## src/rtl/core_acc_if.sv

```systemverilog
// Beat/result bundle between a product source and the group accumulator.
// The master drives product beats; the slave returns registered group sums.
interface core_acc_if #(
  parameter int IDATA_BIT = 16,
  parameter int ODATA_BIT = 32
) ();
  logic signed [IDATA_BIT-1:0] idata;
  logic                        idata_valid;
  logic signed [ODATA_BIT-1:0] odata;
  logic                        odata_valid;
  logic                        odata_sat;

  modport master (output idata, idata_valid, input  odata, odata_valid, odata_sat);
  modport slave  (input  idata, idata_valid, output odata, odata_valid, odata_sat);
endinterface

```

## src/rtl/core_acc.sv

```systemverilog
// Group accumulator: sums cfg_acc_num signed product beats and emits one
// saturated, registered group sum per group for the downstream quantizer.
//
// state | meaning
// IDLE  | no partial group held; next valid beat opens a group
// ACC   | partial group held; beats add until the latched target count
module core_acc #(
  parameter int IDATA_BIT = 16,
  parameter int ODATA_BIT = 32,
  parameter int CNT_BIT   = 16
) (
  input  logic               clk,
  input  logic               rst,
  input  logic [CNT_BIT-1:0] cfg_acc_num,
  input  logic               acc_clr,
  core_acc_if.slave          s_if,
  output logic               busy
);
  localparam int ACC_W = ODATA_BIT + CNT_BIT;
  localparam logic signed [ACC_W-1:0] ACC_OMAX =
    {{(CNT_BIT+1){1'b0}}, {(ODATA_BIT-1){1'b1}}};
  localparam logic signed [ACC_W-1:0] ACC_OMIN =
    {{(CNT_BIT+1){1'b1}}, {(ODATA_BIT-1){1'b0}}};
  localparam logic signed [ODATA_BIT-1:0] OMAX = {1'b0, {(ODATA_BIT-1){1'b1}}};
  localparam logic signed [ODATA_BIT-1:0] OMIN = {1'b1, {(ODATA_BIT-1){1'b0}}};

  typedef enum logic {IDLE = 1'b0, ACC = 1'b1} state_t;

  state_t                      r_state;
  state_t                      w_state_nxt;
  logic signed [ACC_W-1:0]     r_acc;
  logic signed [ACC_W-1:0]     w_acc_nxt;
  logic signed [ACC_W-1:0]     w_idata_ext;
  logic [CNT_BIT-1:0]          r_cnt;
  logic [CNT_BIT-1:0]          w_cnt_nxt;
  logic [CNT_BIT-1:0]          r_target;
  logic [CNT_BIT-1:0]          w_target;
  logic                        w_last;
  logic                        w_sat;
  logic signed [ODATA_BIT-1:0] w_odata_clamp;
  logic signed [ODATA_BIT-1:0] r_odata;
  logic                        r_odata_valid;
  logic                        r_odata_sat;

  assign w_idata_ext = {{(ACC_W-IDATA_BIT){s_if.idata[IDATA_BIT-1]}}, s_if.idata};

  // Target is latched only on a group's first beat so mid-group cfg edits are ignored.
  always_comb begin
    w_state_nxt = r_state;
    w_acc_nxt   = r_acc;
    w_cnt_nxt   = r_cnt;
    w_target    = r_target;
    w_last      = 1'b0;
    if (acc_clr) begin
      w_state_nxt = IDLE;
      w_acc_nxt   = '0;
      w_cnt_nxt   = '0;
    end else if (s_if.idata_valid) begin
      case (r_state)
        IDLE: begin
          w_target  = (cfg_acc_num == '0) ? CNT_BIT'(1) : cfg_acc_num;
          w_acc_nxt = w_idata_ext;
          w_cnt_nxt = CNT_BIT'(1);
        end
        default: begin
          w_acc_nxt = r_acc + w_idata_ext;
          w_cnt_nxt = r_cnt + CNT_BIT'(1);
        end
      endcase
      w_last      = (w_cnt_nxt == w_target);
      w_state_nxt = w_last ? IDLE : ACC;
    end
  end

  always_comb begin
    w_sat         = 1'b0;
    w_odata_clamp = w_acc_nxt[ODATA_BIT-1:0];
    if (w_acc_nxt > ACC_OMAX) begin
      w_sat         = 1'b1;
      w_odata_clamp = OMAX;
    end else if (w_acc_nxt < ACC_OMIN) begin
      w_sat         = 1'b1;
      w_odata_clamp = OMIN;
    end
  end

  always_ff @(posedge clk) begin
    if (rst) begin
      r_state       <= IDLE;
      r_acc         <= '0;
      r_cnt         <= '0;
      r_target      <= '0;
      r_odata       <= '0;
      r_odata_valid <= 1'b0;
      r_odata_sat   <= 1'b0;
    end else begin
      r_state       <= w_state_nxt;
      r_acc         <= w_acc_nxt;
      r_cnt         <= w_cnt_nxt;
      r_target      <= w_target;
      r_odata_valid <= w_last;
      r_odata_sat   <= w_last && w_sat;
      if (w_last) begin
        r_odata <= w_odata_clamp;
      end
    end
  end

  assign s_if.odata       = r_odata;
  assign s_if.odata_valid = r_odata_valid;
  assign s_if.odata_sat   = r_odata_sat;
  assign busy             = (r_state == ACC);
endmodule

```

## src/flat_wrapper.sv

```systemverilog
// flat-port wrapper written by rule: the top's interface ports become plain ports
module core_acc_flat 
#(
  parameter int IDATA_BIT = 16,
  parameter int ODATA_BIT = 32,
  parameter int CNT_BIT   = 16
)
  (clk, rst, cfg_acc_num, acc_clr, busy, s_if_idata, s_if_idata_valid, s_if_odata, s_if_odata_valid, s_if_odata_sat);
  core_acc_if #(.IDATA_BIT(IDATA_BIT), .ODATA_BIT(ODATA_BIT)) s_if_i ();
  input  logic clk;
  input  logic rst;
  input  logic [CNT_BIT-1:0] cfg_acc_num;
  input  logic acc_clr;
  output logic busy;
  input wire logic [$bits(s_if_i.idata)-1:0] s_if_idata;
  input wire logic [$bits(s_if_i.idata_valid)-1:0] s_if_idata_valid;
  output wire logic [$bits(s_if_i.odata)-1:0] s_if_odata;
  output wire logic [$bits(s_if_i.odata_valid)-1:0] s_if_odata_valid;
  output wire logic [$bits(s_if_i.odata_sat)-1:0] s_if_odata_sat;
  assign s_if_i.idata = s_if_idata;
  assign s_if_i.idata_valid = s_if_idata_valid;
  assign s_if_odata = s_if_i.odata;
  assign s_if_odata_valid = s_if_i.odata_valid;
  assign s_if_odata_sat = s_if_i.odata_sat;
  core_acc #(.IDATA_BIT(IDATA_BIT), .ODATA_BIT(ODATA_BIT), .CNT_BIT(CNT_BIT)) u_core (.clk(clk), .rst(rst), .cfg_acc_num(cfg_acc_num), .acc_clr(acc_clr), .s_if(s_if_i), .busy(busy));
endmodule
```

## config.mk

```make
export PLATFORM = sky130hd
export DESIGN_NAME = core_acc_flat
export DESIGN_NICKNAME = d
export VERILOG_FILES = /design/src/rtl/core_acc_if.sv /design/src/rtl/core_acc.sv /design/src/flat_wrapper.sv
export SDC_FILE = /design/constraint.sdc
export NUM_CORES = 1
export LEC_CHECK = 0
export CAP_MARGIN = 20
export CORE_UTILIZATION = 50
export CTS_CLUSTER_DIAMETER = 60
export CTS_CLUSTER_SIZE = 8
export DETAILED_ROUTE_END_ITERATION = 10
export DONT_BUFFER_PORTS = 1
export PLACE_DENSITY = 0.74
export SLEW_MARGIN = 30
export SYNTH_ARGS = -nofsm -noshare
export SYNTH_HDL_FRONTEND = slang
export SYNTH_SLANG_ARGS = --single-unit
```

## constraint.sdc

```tcl
create_clock -name clk -period 4.9 [get_ports clk]
set_clock_uncertainty 0.2 [all_clocks]
set_input_delay 0.49 -clock clk [delete_from_list [all_inputs] [get_ports clk]]
set_output_delay 0.49 -clock clk [all_outputs]
set_load 0.1 [all_outputs]
```

; ---- After elaboration in Yosys (flattened, before gate mapping)
; Index checks and enable logic that the tools add are counted.
[word_totals]
register_bits = 115
in_bits = 36
out_inout_bits = 35
[classes]
n_addsub = 2
order_cmp = 2
n_eq_ne = 1
n_mux = 17
bitwise_logic = 1
reduce_logical = 4
[op_table]
columns = op, count
row1 = two-way mux 48 bit, 3
row2 = two-way mux 16 bit, 7
row3 = two-way mux 32 bit, 2
row4 = adder 48 x 16 -> 48 bit, 1
row5 = greater-than comparator 48 x 32 -> 1 bit (second input constant), 1
row6 = less-than comparator 48 x 32 -> 1 bit (second input constant), 1
row7 = adder 16 x 1 -> 16 bit (second input constant), 1
row8 = equality test 16 bit, 1
row9 = zero test 16 bit, 1
row10 = two-way mux 1 bit, 5
row11 = AND reduction 2 bit, 1
row12 = OR reduction 2 bit, 1
row13 = logical AND 1 bit, 1
row14 = NOT 1 bit, 1

; ---- Logic depth before layout (Yosys ltp)
; Gate-level depths: netlist of run 1.
[logic_depth]
depth_word = 9
mapped_depth = 15
mapped_depth_nobuf = 13

; ---- Least setup slack after synthesis of run 1
; Ideal clock, no wire load.
[synth_path]
path_kind = input to register
start = input s_if_idata[15]
end = register u_core.r_odata[21] (netlist: u_core.s_if.odata[21])
arrival_time_ns = 3.706
t_required_ns = 4.619
setup_slack_ns = 0.913
cell_stages = 14
n_path_buf = 2
path_cell_list = ha_1 > clkbuf_1 > nand2_1 > nor4_1 > nor3b_1 > a21bo_2 > a21oi_1 > mux2_2 > nor4_2 > nand4_1 > nor4_4 > buf_6 > o21ai_1 > a211oi_2
[synth_via]
elab_chain_cells = 7
elab_cells_between_ends = 8
classes_between = add/sub (1) / order compare (2) / mux (5)
[synth_lines]
columns = element, line_no
row1 = from (decl), flat_wrapper.sv:15  ; input wire logic [$bits(s_if_i.idata)-1:0] s_if_idata;
row2 = adder 48 x 16 -> 48 bit, core_acc.sv:66  ; w_acc_nxt = r_acc + w_idata_ext;
row3 = two-way mux 48 bit *, core_acc.sv:59  ; case (r_state)
row4 = two-way mux 48 bit *, core_acc.sv:58  ; end else if (s_if.idata_valid) begin
row5 = two-way mux 48 bit *, core_acc.sv:54  ; if (acc_clr) begin
row6 = less-than comparator 48 x 32 -> 1 bit, core_acc.sv:81  ; end else if (w_acc_nxt < ACC_OMIN) begin
row7 = two-way mux 32 bit, core_acc.sv:81
row8 = two-way mux 32 bit *, core_acc.sv:78  ; if (w_acc_nxt > ACC_OMAX) begin
row9 = to (signal assigned), core_acc.sv:104  ; r_odata <= w_odata_clamp;
row10 = to (decl), core_acc.sv:41  ; logic signed [ODATA_BIT-1:0] r_odata;
; Every way passes the cells marked *; elsewhere a longest branch is shown, timed or not.
; A chain may end at the register's enable or synchronous reset.

; ---- Final worst setup path of run 1
[layout_path]
start = register u_core.r_acc[0]
end = register u_core.r_odata[23] (netlist: u_core.s_if.odata[23])
[layout_via]
elab_chain_cells = 7
elab_cells_between_ends = 8
classes_between = add/sub (1) / order compare (2) / mux (5)
[layout_lines]
columns = element, line_no
row1 = from (decl), core_acc.sv:31  ; logic signed [ACC_W-1:0] r_acc;
row2 = from (signal assigned), core_acc.sv:98  ; r_acc <= w_acc_nxt;
row3 = adder 48 x 16 -> 48 bit, core_acc.sv:66
row4 = two-way mux 48 bit, core_acc.sv:59
row5 = two-way mux 48 bit *, core_acc.sv:58
row6 = two-way mux 48 bit *, core_acc.sv:54
row7 = less-than comparator 48 x 32 -> 1 bit, core_acc.sv:81
row8 = two-way mux 32 bit, core_acc.sv:81
row9 = two-way mux 32 bit *, core_acc.sv:78
; Marks and branches as above.

==> results of run 1 <==
## state kept, by name, indices dropped and copies added (netlist names)
register and flops:
u_core.r_target 16, u_core.s_if.odata 32, u_core.busy 1, u_core.s_if.odata_valid 1, u_core.r_acc 48, u_core.r_cnt 16, u_core.s_if.odata_sat 1
## per-stage QoR
stage	utilization	hold WS (ns)	area, um^2
2_1_floorplan	-	0.2476	9031
3_3_place_gp	0.5285	0.2505	9236
3_5_place_dp	0.5301	0.2528	9265
4_1_cts	0.5712	0.001521	9982
5_1_grt	0.5760	0.01183	10070
6_report	0.5760	0.008100	10070
## area by class of cell
type                       count  area share
multi-input combinational    996      0.6231
tap                          225     0.02797
sequential                   115      0.2293
inverter                      19    0.007085
clock buffer                  20     0.04537
clock inverter                10     0.01318
timing repair buffer          57     0.05395
## synthesized netlist by cell type (all sizes together), types with 5 or more instances
cell type / n
clkbuf: 70
xnor2: 30
nand2: 116
o21bai: 12
buf: 24
nand4: 28
o21ai: 85
and3: 9
nor3: 43
dfxtp: 115
inv: 19
nor2: 167
a31oi: 12
o221ai: 5
nand3: 29
a22oi: 8
or3: 7
or4: 6
xor2: 25
nand2b: 10
ha: 48
a21o: 5
nor4: 24
o31ai: 9
o211ai: 9
o21a: 15
a21oi: 125
a211oi: 52
nor2b: 25
nor3b: 5
a311oi: 5
mux2i: 19
or2: 9
## power groups by stage
stage	Clock [mW]	Combinational, mW	Sequential, mW
after floorplan	0	0.395	0.999
after global placement	0	0.488	1.00
after detailed placement	0	0.494	1.01
after CTS	1.29	0.523	0.985
after global routing	1.33	0.583	0.988
final	1.28	0.536	0.986
## what timing repair did
action | in CTS | in global routing
buffers inserted | 0 | 6
resized for setup | 0 | 0
setup endpoints to repair | 0 | 15
hold buffers | 11 | 0
hold endpoints to repair | 90 | 0
## worst reg2reg max path: cells and delay by family, from the launching register on
family,cells,cell delay [ns]
AOI/OAI and AO/OA,7,1.68
adders and majority gates,2,0.61
buffers and inverters,2,0.43
DFF,1,0.31
and+or+nand+nor,4,1.11
## routing by layer
layer,track usage,up-vias
met5,0,-
met2,0.4732,401
li1,-,4433
met3,0.06227,51
met4,0.1117,0
met1,0.4294,4434
## worst paths after layout
| check | start | to | cells past startpoint |
|---|---|---|---|
| max | u_core.r_acc[0]$_SDFF_PP0_ | u_core.s_if.odata[23]$_SDFFE_PP0P_ | 15 |
| min | cfg_acc_num[11] | u_core.r_target[11]$_SDFFE_PP0P_ | 2 |
| max reg2reg | u_core.r_acc[0]$_SDFF_PP0_ | u_core.s_if.odata[23]$_SDFFE_PP0P_ | 15 |
| min reg2reg | u_core.r_target[1]$_SDFFE_PP0P_ | u_core.r_target[1]$_SDFFE_PP0P_ | 2 |
## cells by family after synthesis
kind of cell | share of synthesized area
xor gates and xnor gates | 0.05334
and+or+nand+nor | 0.2628
muxes | 0.02605
AOI/OAI and AO/OA | 0.2825
DFF | 0.2549
adders and majority gates | 0.06872
buffers and inverters | 0.05168
## placed cells by master (no fill, tap or decap), types with 25 or more instances in the layout
cell type  netlist  layout
xnor2_1         30      30
buf_4            0      41
a21oi_1        124     124
nand2_1        116     116
nand4_1         26      26
o21ai_0         54      54
ha_1            48      48
nor3_1          42      42
o21ai_1         25      25
nor2_1         167     167
dfxtp_1        115     112
nand3_1         28      28
xor2_1          25      25
a211oi_2        29      29
==> qor.yml, run 1 <==
detailed_routing:
  drc: 0
  vias_per_cell: 6.463
  met2_length_mm: 12.78
  drt_iter0_drc: 831
  wire_per_inst_um: 19.71
  wl_met1_mm: 12.63
  firstDrtPassIters: 7
  vias: 9319
  top_layer: "met4"
  ant_nets: 0
  wl_met3_mm: 2.339
  routed_wl_mm: 28.43
grt:
  grt-ovfl-total: 0
  grt_pass1_vias: 8351
  grt_usage: 0.3103
  grt_start_max_net_pins: 91
  grt_pass1_wl_mm: 44.64
  antenna_found_initial: 0
floorplan:
  core_um2: 17480
  ios: 71
  dieArea_um2: 18600
  die_x_um: 136.4
  rows: 48
  dieHeight_um: 136.4
  initial_core_util: 0.5168
logic_synthesis:
  yosys_most_used_dff: "dfxtp_1"
  synth_cell_types: 79
  syn-num-nets: 1309
  yosys-top-cells-area: "dfxtp_1, nor2_1, a21oi_1, ha_1, nand2_1"
  netlist_instances: 1224
  ys_async_sr_fraction: 0
  netlist_area_um2: 9031
  post_synth.cell_area_avg_um2: 7.378
  synth_warnings: 0
  ys_ff_latch: 115
  yosysSeqAreaShare: 0.2549
  yosysTopAreaCell: "dfxtp_1"
  synth_top_area_frac: 0.2549
  synth_edf_count: 0
cts:
  htreeDepth: 4
  cts-root-buf: "clkbuf_16"
  clk_latency_ns: 0.43
  clock-sinks: 115
  cts.path.max_buffers: 2
  tritoncts: "built"
  cts_buffers: 17
  clk_pin_slew_ns: 0.05
sta:
  setup_tns_ns: 0
  setup_ws_ns: 0.4494
  finalCritPeriodShare: 0.9083
  setup_violations: 0
  hold_violations: 0
  slew_headroom: 0.2982
  tightestPinTransition_ns: 1.051
  rsz0062_at_grt: "no"
  fmax_ghz: 0.2247
  fin_crit_ns: 4.451
  drv_slew: 0
run:
  maxCapViolCount: 0
final_layout:
  fin_nets: 1291
  diodes: 0
  fillCellCount: 1576
  syn2layout_area_growth_pct: 11.46
  multi_input_area_um2: 6272
  fin_cells: 1442
  drive_above_1_share: 0.1200
  register_area_um2: 2308
place:
  dp_hpwl_mm: 20.05
  place_inst: 1395
  post-place-ws_ns: 0.1659
  port_buffers: 0
  gp_congestion: 1.002
worst_setup_path:
  worstSetupStartpointType: "flop"
  crit_required_ns: 5.03
  cpPeakStageDelay_ns: 0.43
  path_max_fanout: 32
  crit_path_cell_trace: "ha_1, fa_1, a21oi_1, o211ai_1, nand4_1, a21boi_0, buf_4, nor3_1, a31oi_1, a211oi_1, nand2_1, nor4_4, buf_12, o211ai_1, a211oi_1"
  crit_slowest_cell: "a211oi_1"
  crit_family: "compound AO/OA/AOI/OAI gates"
  worst_ep_arrival_time_ns: 4.58
  r2r_setup_slack_ns: 0.45
  critPathBufInv: 2
  endpoint_kind: "flop"
  critPathKind: "flop to flop"
power_and_ir_drop:
  swShare: 0.2943
  power_density_nw_per_um2: 278.4
  p_comb_frac: 0.191
  ir_drop_uv: 256.6
  power_frac_seq: 0.352
  finalPower_mw: 2.802
  pwr-share-clk: 0.457
  p_sw_uw: 824.8
  p_int_mw: 1.978
  p_leak_nw: 3.699
run_status:
  status: "finished, final reports clean"
hold_path:
  min_path_type: "input pin to flop"
Note: power is estimated with default switching activity, not from simulation.
==> run 2, diff against run 1 <==
Settings changed: CORE_MARGIN set to 1.5.
==> run 2 against run 1 <==
  * Final area decreased by 1.8%
  * Sequential power about the same
  * Register-to-register slack about the same
  * Via count decreased by 1.8%
  * Critical path type unchanged
==> qor.yml, run 2 (synthesis gave the netlist of run 1 again) <==
run_status:
  status: "finished, final reports clean"
grt:
  grt_pass1_vias: 8351
  grt_pass1_wl_mm: 43.97
  grt-ovfl-total: 0
  antenna_found_initial: 0
  grt_usage: 0.2999
  grt_start_max_net_pins: 91
detailed_routing:
  routed_wl_mm: 27.87
  vias_per_cell: 6.390
  drc: 0
  vias: 9151
  firstDrtPassIters: 5
  ant_nets: 0
  drt_iter0_drc: 924
  wire_per_inst_um: 19.47
floorplan:
  die_x_um: 137.4
  dieArea_um2: 18880
  rows: 48
  ios: 71
  core_um2: 17480
  dieHeight_um: 137.4
  initial_core_util: 0.5168
cts:
  htreeDepth: 4
  cts_resized: 0
  cts.path.max_buffers: 2
  post_cts_buffers: 0
  cts_buffers: 17
  clock-sinks: 115
  tritoncts: "built"
  clk_pin_slew_ns: 0.05
  clk_latency_ns: 0.42
  cts-root-buf: "clkbuf_16"
worst_setup_path:
  worst_ep_arrival_time_ns: 4.55
  cpPeakStageDelay_ns: 0.48
  crit_path_cell_trace: "ha_1, fa_1, a21oi_1, o211ai_1, nand4_1, a21boi_0, or3_1, o211ai_1, o211ai_1, nor4_1, a41oi_1, nor2b_4, buf_16, a211oi_2"
  crit_family: "compound AO/OA/AOI/OAI gates"
  worstSetupStartpointType: "flop"
  crit_top_cell: "o211ai_1"
  critPathKind: "flop to flop"
  crit_required_ns: 4.99
  path_max_fanout: 20
  crit_slowest_cell: "or3_1"
  endpoint_kind: "flop"
  critPathBufInv: 1
sta:
  fmax_ghz: 0.2241
  hold_violations: 0
  finalCritPeriodShare: 0.9108
  setup_tns_ns: 0
  drv_slew: 0
  tightestPinTransition_ns: 1.033
  slew_headroom: 0.3104
  fin_crit_ns: 4.463
  rsz0062_at_grt: "no"
  setup_violations: 0
  setup_ws_ns: 0.4370
run:
  maxCapViolCount: 0
final_layout:
  final_cell_mix: "nor2_1, a21oi_1, nand2_1"
  largest_register: "u_core.r_acc"
  largest_reg_flops: 48
  diodes: 0
  fin_nets: 1282
  final_common_cell: "nor2_1"
  final_area_um2: 9888
  fin_cells: 1432
  drive_above_1_share: 0.1135
  syn2layout_area_growth_pct: 9.490
place:
  dp_hpwl_mm: 20.26
  port_buffers: 0
  place_inst: 1395
  placedInstanceArea_um2: 9266
  gp_congestion: 1.006
  post-place-ws_ns: 0.3133
power_and_ir_drop:
  p_leak_nw: 3.603
  finalPower_mw: 2.643
  power_density_nw_per_um2: 267.2
  ir_drop_uv: 245.1
hold_path:
  min_path_type: "input pin to flop"
run 2: area by class of cell:
cell class | count | area (um^2)
timing repair buffer | 48 | 430.4
multi-input combinational | 996 | 6275
sequential | 115 | 2308
fill | 1634 | 7589
clock inverter | 4 | 26.28
clock buffer | 25 | 495.5
inverter | 19 | 71.32
tap | 225 | 281.5
run 2: path summary, 6_finish.rpt:
check	from	endpoint	slack, ns	cells after the start
setup / recovery	u_core.r_acc[0]$_SDFF_PP0_	u_core.s_if.odata[14]$_SDFFE_PP0P_	0.44	14
hold / removal	cfg_acc_num[1]	u_core.r_target[1]$_SDFFE_PP0P_	0.009	2
setup reg to reg	u_core.r_acc[0]$_SDFF_PP0_	u_core.s_if.odata[14]$_SDFFE_PP0P_	0.44	14
hold reg to reg	u_core.r_target[5]$_SDFFE_PP0P_	u_core.r_target[5]$_SDFFE_PP0P_	0.27	2
run 2: metrics by stage:
stage / hold WS [ns] / utilization
floorplan: 0.2476 / -
global route: 0.009636 / 0.5658
finish: 0.009475 / 0.5658
global placement: 0.2503 / 0.5285
CTS: 0.0001366 / 0.5657
detailed placement: 0.2559 / 0.5302
run 2: routing by layer:
layer	GRT usage	share of wire
met5	0	0
met1	0.4151	0.45
met4	0.1012	0.023
met3	0.06475	0.077
met2	0.4606	0.45
run 2: power by group:
group / internal [mW] / switching [mW] / leakage [nW]
clock: 0.689 / 0.432 / 0.255
combinational: 0.199 / 0.337 / 2.41
sequential: 0.961 / 0.0251 / 0.936
run 2: timing repair:
item                                   CTS  global route
setup endpoints to repair                0             0
endpoints found under the hold margin   90             0
hold buffers                             8             0
==> run 3, diff against run 2 <==
Settings changed: CELL_PAD_IN_SITES_DETAIL_PLACEMENT set to 0, CELL_PAD_IN_SITES_GLOBAL_PLACEMENT set to 1, CORE_UTILIZATION 50 to 48, PLACE_DENSITY 0.74 to 0.9.
==> run 3 against run 2 <==
  * Via count increased by 0.84%
  * Register-to-register slack got worse by 0.04 ns
  * Sequential share of layout area down 0.48 points
  * First-iteration DRC count rose by 2.4%
  * Clock power grew 17%
  * Combinational power grew 1%
  * Non-clock buffer count up 11
  * Maximum frequency fell by 0.85%
  * Critical endpoint is now u_core.s_if.odata[23]$_SDFFE_PP0P_
  * Largest power group unchanged
==> qor.yml, run 3 (synthesis gave the netlist of run 1 again) <==
run_status:
  status: "finished, final reports clean"
worst_setup_path:
  worstSetupStartpointType: "flop"
  endpoint_kind: "flop"
  critPathKind: "flop to flop"
  worst_ep_arrival_time_ns: 4.64
  path_max_fanout: 32
  worstReg2RegStart: "u_core.r_acc[30]$_SDFF_PP0_"
  crit_start: "u_core.r_acc[30]$_SDFF_PP0_"
  crit_required_ns: 5.04
run:
  maxCapViolCount: 0
final_layout:
  syn2layout_area_growth_pct: 11.68
  largest_register: "u_core.r_acc"
  final_common_cell: "nor2_1"
  drive_above_1_share: 0.1196
  final_cell_mix: "nor2_1, a21oi_1, nand2_1"
  diodes: 0
  largest_reg_flops: 48
  fin_nets: 1293
  fillCellCount: 1724
sta:
  fin_crit_ns: 4.501
  finalCritPeriodShare: 0.9186
  slew_headroom: 0.3142
  setup_tns_ns: 0
  tightestPinTransition_ns: 1.027
  fmax_ghz: 0.2222
  setup_violations: 0
  setup_ws_ns: 0.3989
  rsz0062_at_grt: "no"
  drv_slew: 0
  hold_violations: 0
place:
  port_buffers: 0
  dp_hpwl_mm: 20.42
  gp_congestion: 1.048
  post-place-ws_ns: 0.3368
detailed_routing:
  vias: 9228
  routed_wl_mm: 28.41
  drc: 0
  wire_per_inst_um: 19.60
  firstDrtPassIters: 5
  ant_nets: 0
  vias_per_cell: 6.364
  drt_iter0_drc: 946
power_and_ir_drop:
  p_leak_nw: 3.690
  finalPower_mw: 2.841
  power_density_nw_per_um2: 281.6
  ir_drop_uv: 250.9
grt:
  grt.busiest_layer: "met2"
  met3_usage: 0.06085
  antenna_found_initial: 0
  grt_start_max_net_pins: 91
  grt_pass1_vias: 8510
  grt_usage: 0.2900
  grt_pass1_wl_mm: 45.38
  grt-ovfl-total: 0
  use_met2: 0.4468
  grtUsageMet1: 0.3978
cts:
  tritoncts: "built"
  post_cts_buffers: 0
  cts-root-buf: "clkbuf_16"
  cts.path.max_buffers: 2
  clock-sinks: 115
  cts_buffers: 17
  clk_pin_slew_ns: 0.06
  clk_latency_ns: 0.43
  htreeDepth: 4
hold_path:
  min-delay-start: "cfg_acc_num[5]"
  min_path_type: "input pin to flop"
floorplan:
  dieArea_um2: 19650
  dieHeight_um: 140.2
  initial_core_util: 0.4960
  rows: 49
  die_x_um: 140.2
  core_um2: 18210
  ios: 71
-- run 3: metrics by stage --
stage | hold slack, ns | area, um^2 | utilization | cells
floorplan | 0.2476 | 9031 | - | 1224
global placement | 0.2533 | 9271 | 0.5092 | 1402
detailed placement | 0.2521 | 9299 | 0.5107 | 1403
CTS | 0.001227 | 10080 | 0.5538 | 1450
global route | 0.02005 | 10090 | 0.5539 | 1450
finish | 0.01935 | 10090 | 0.5539 | 1450
-- run 3: critical path, cell delays in order (launching register included) --
cell	delay, ns
dfxtp_1	0.32
ha_1	0.31
buf_4	0.18
a211o_1	0.36
a21oi_2	0.27
o221ai_1	0.28
nand3_1	0.17
a21oi_1	0.10
or4_1	0.48
a31o_2	0.27
or4bb_1	0.54
nor4_4	0.27
buf_12	0.25
o211ai_1	0.13
a211oi_1	0.27
-- run 3: area by class of cell --
class	count	area, um^2	area share
flip-flops and latches	115	2306	0.2286
clock buffers	18	439.2	0.04354
well taps	229	286.5	0.02841
repair buffers	59	530.5	0.05260
clock inverters	14	177.7	0.01762
multi-input cells	996	6275	0.6221
inverters	19	71.32	0.007071
-- run 3: metal layers --
| metal | vias to the layer above | wire, um |
|---|---|---|
| met5 | - | 0 |
| met2 | 414 | 12380 |
| li1 | 4456 | - |
| met4 | 0 | 728 |
| met3 | 53 | 2280 |
| met1 | 4305 | 13030 |
-- run 3: final timing paths --
path | end | slack (ns) | depth (start not counted)
setup / recovery | u_core.s_if.odata[23]$_SDFFE_PP0P_ | 0.40 | 14
hold / removal | u_core.r_target[5]$_SDFFE_PP0P_ | 0.02 | 2
setup reg to reg | u_core.s_if.odata[23]$_SDFFE_PP0P_ | 0.40 | 14
hold reg to reg | u_core.r_target[9]$_SDFFE_PP0P_ | 0.27 | 2
-- run 3: what timing repair did --
action                    4_1_cts  5_1_grt
resized for setup               0        0
hold buffers                   15        0
hold endpoints to repair       90        0
-- run 3: power breakdown --
group          internal (mW)  leakage [nW]  switching (mW)
logic                  0.204          2.46           0.337
registers              0.960         0.935          0.0250
clock network          0.820         0.295           0.495
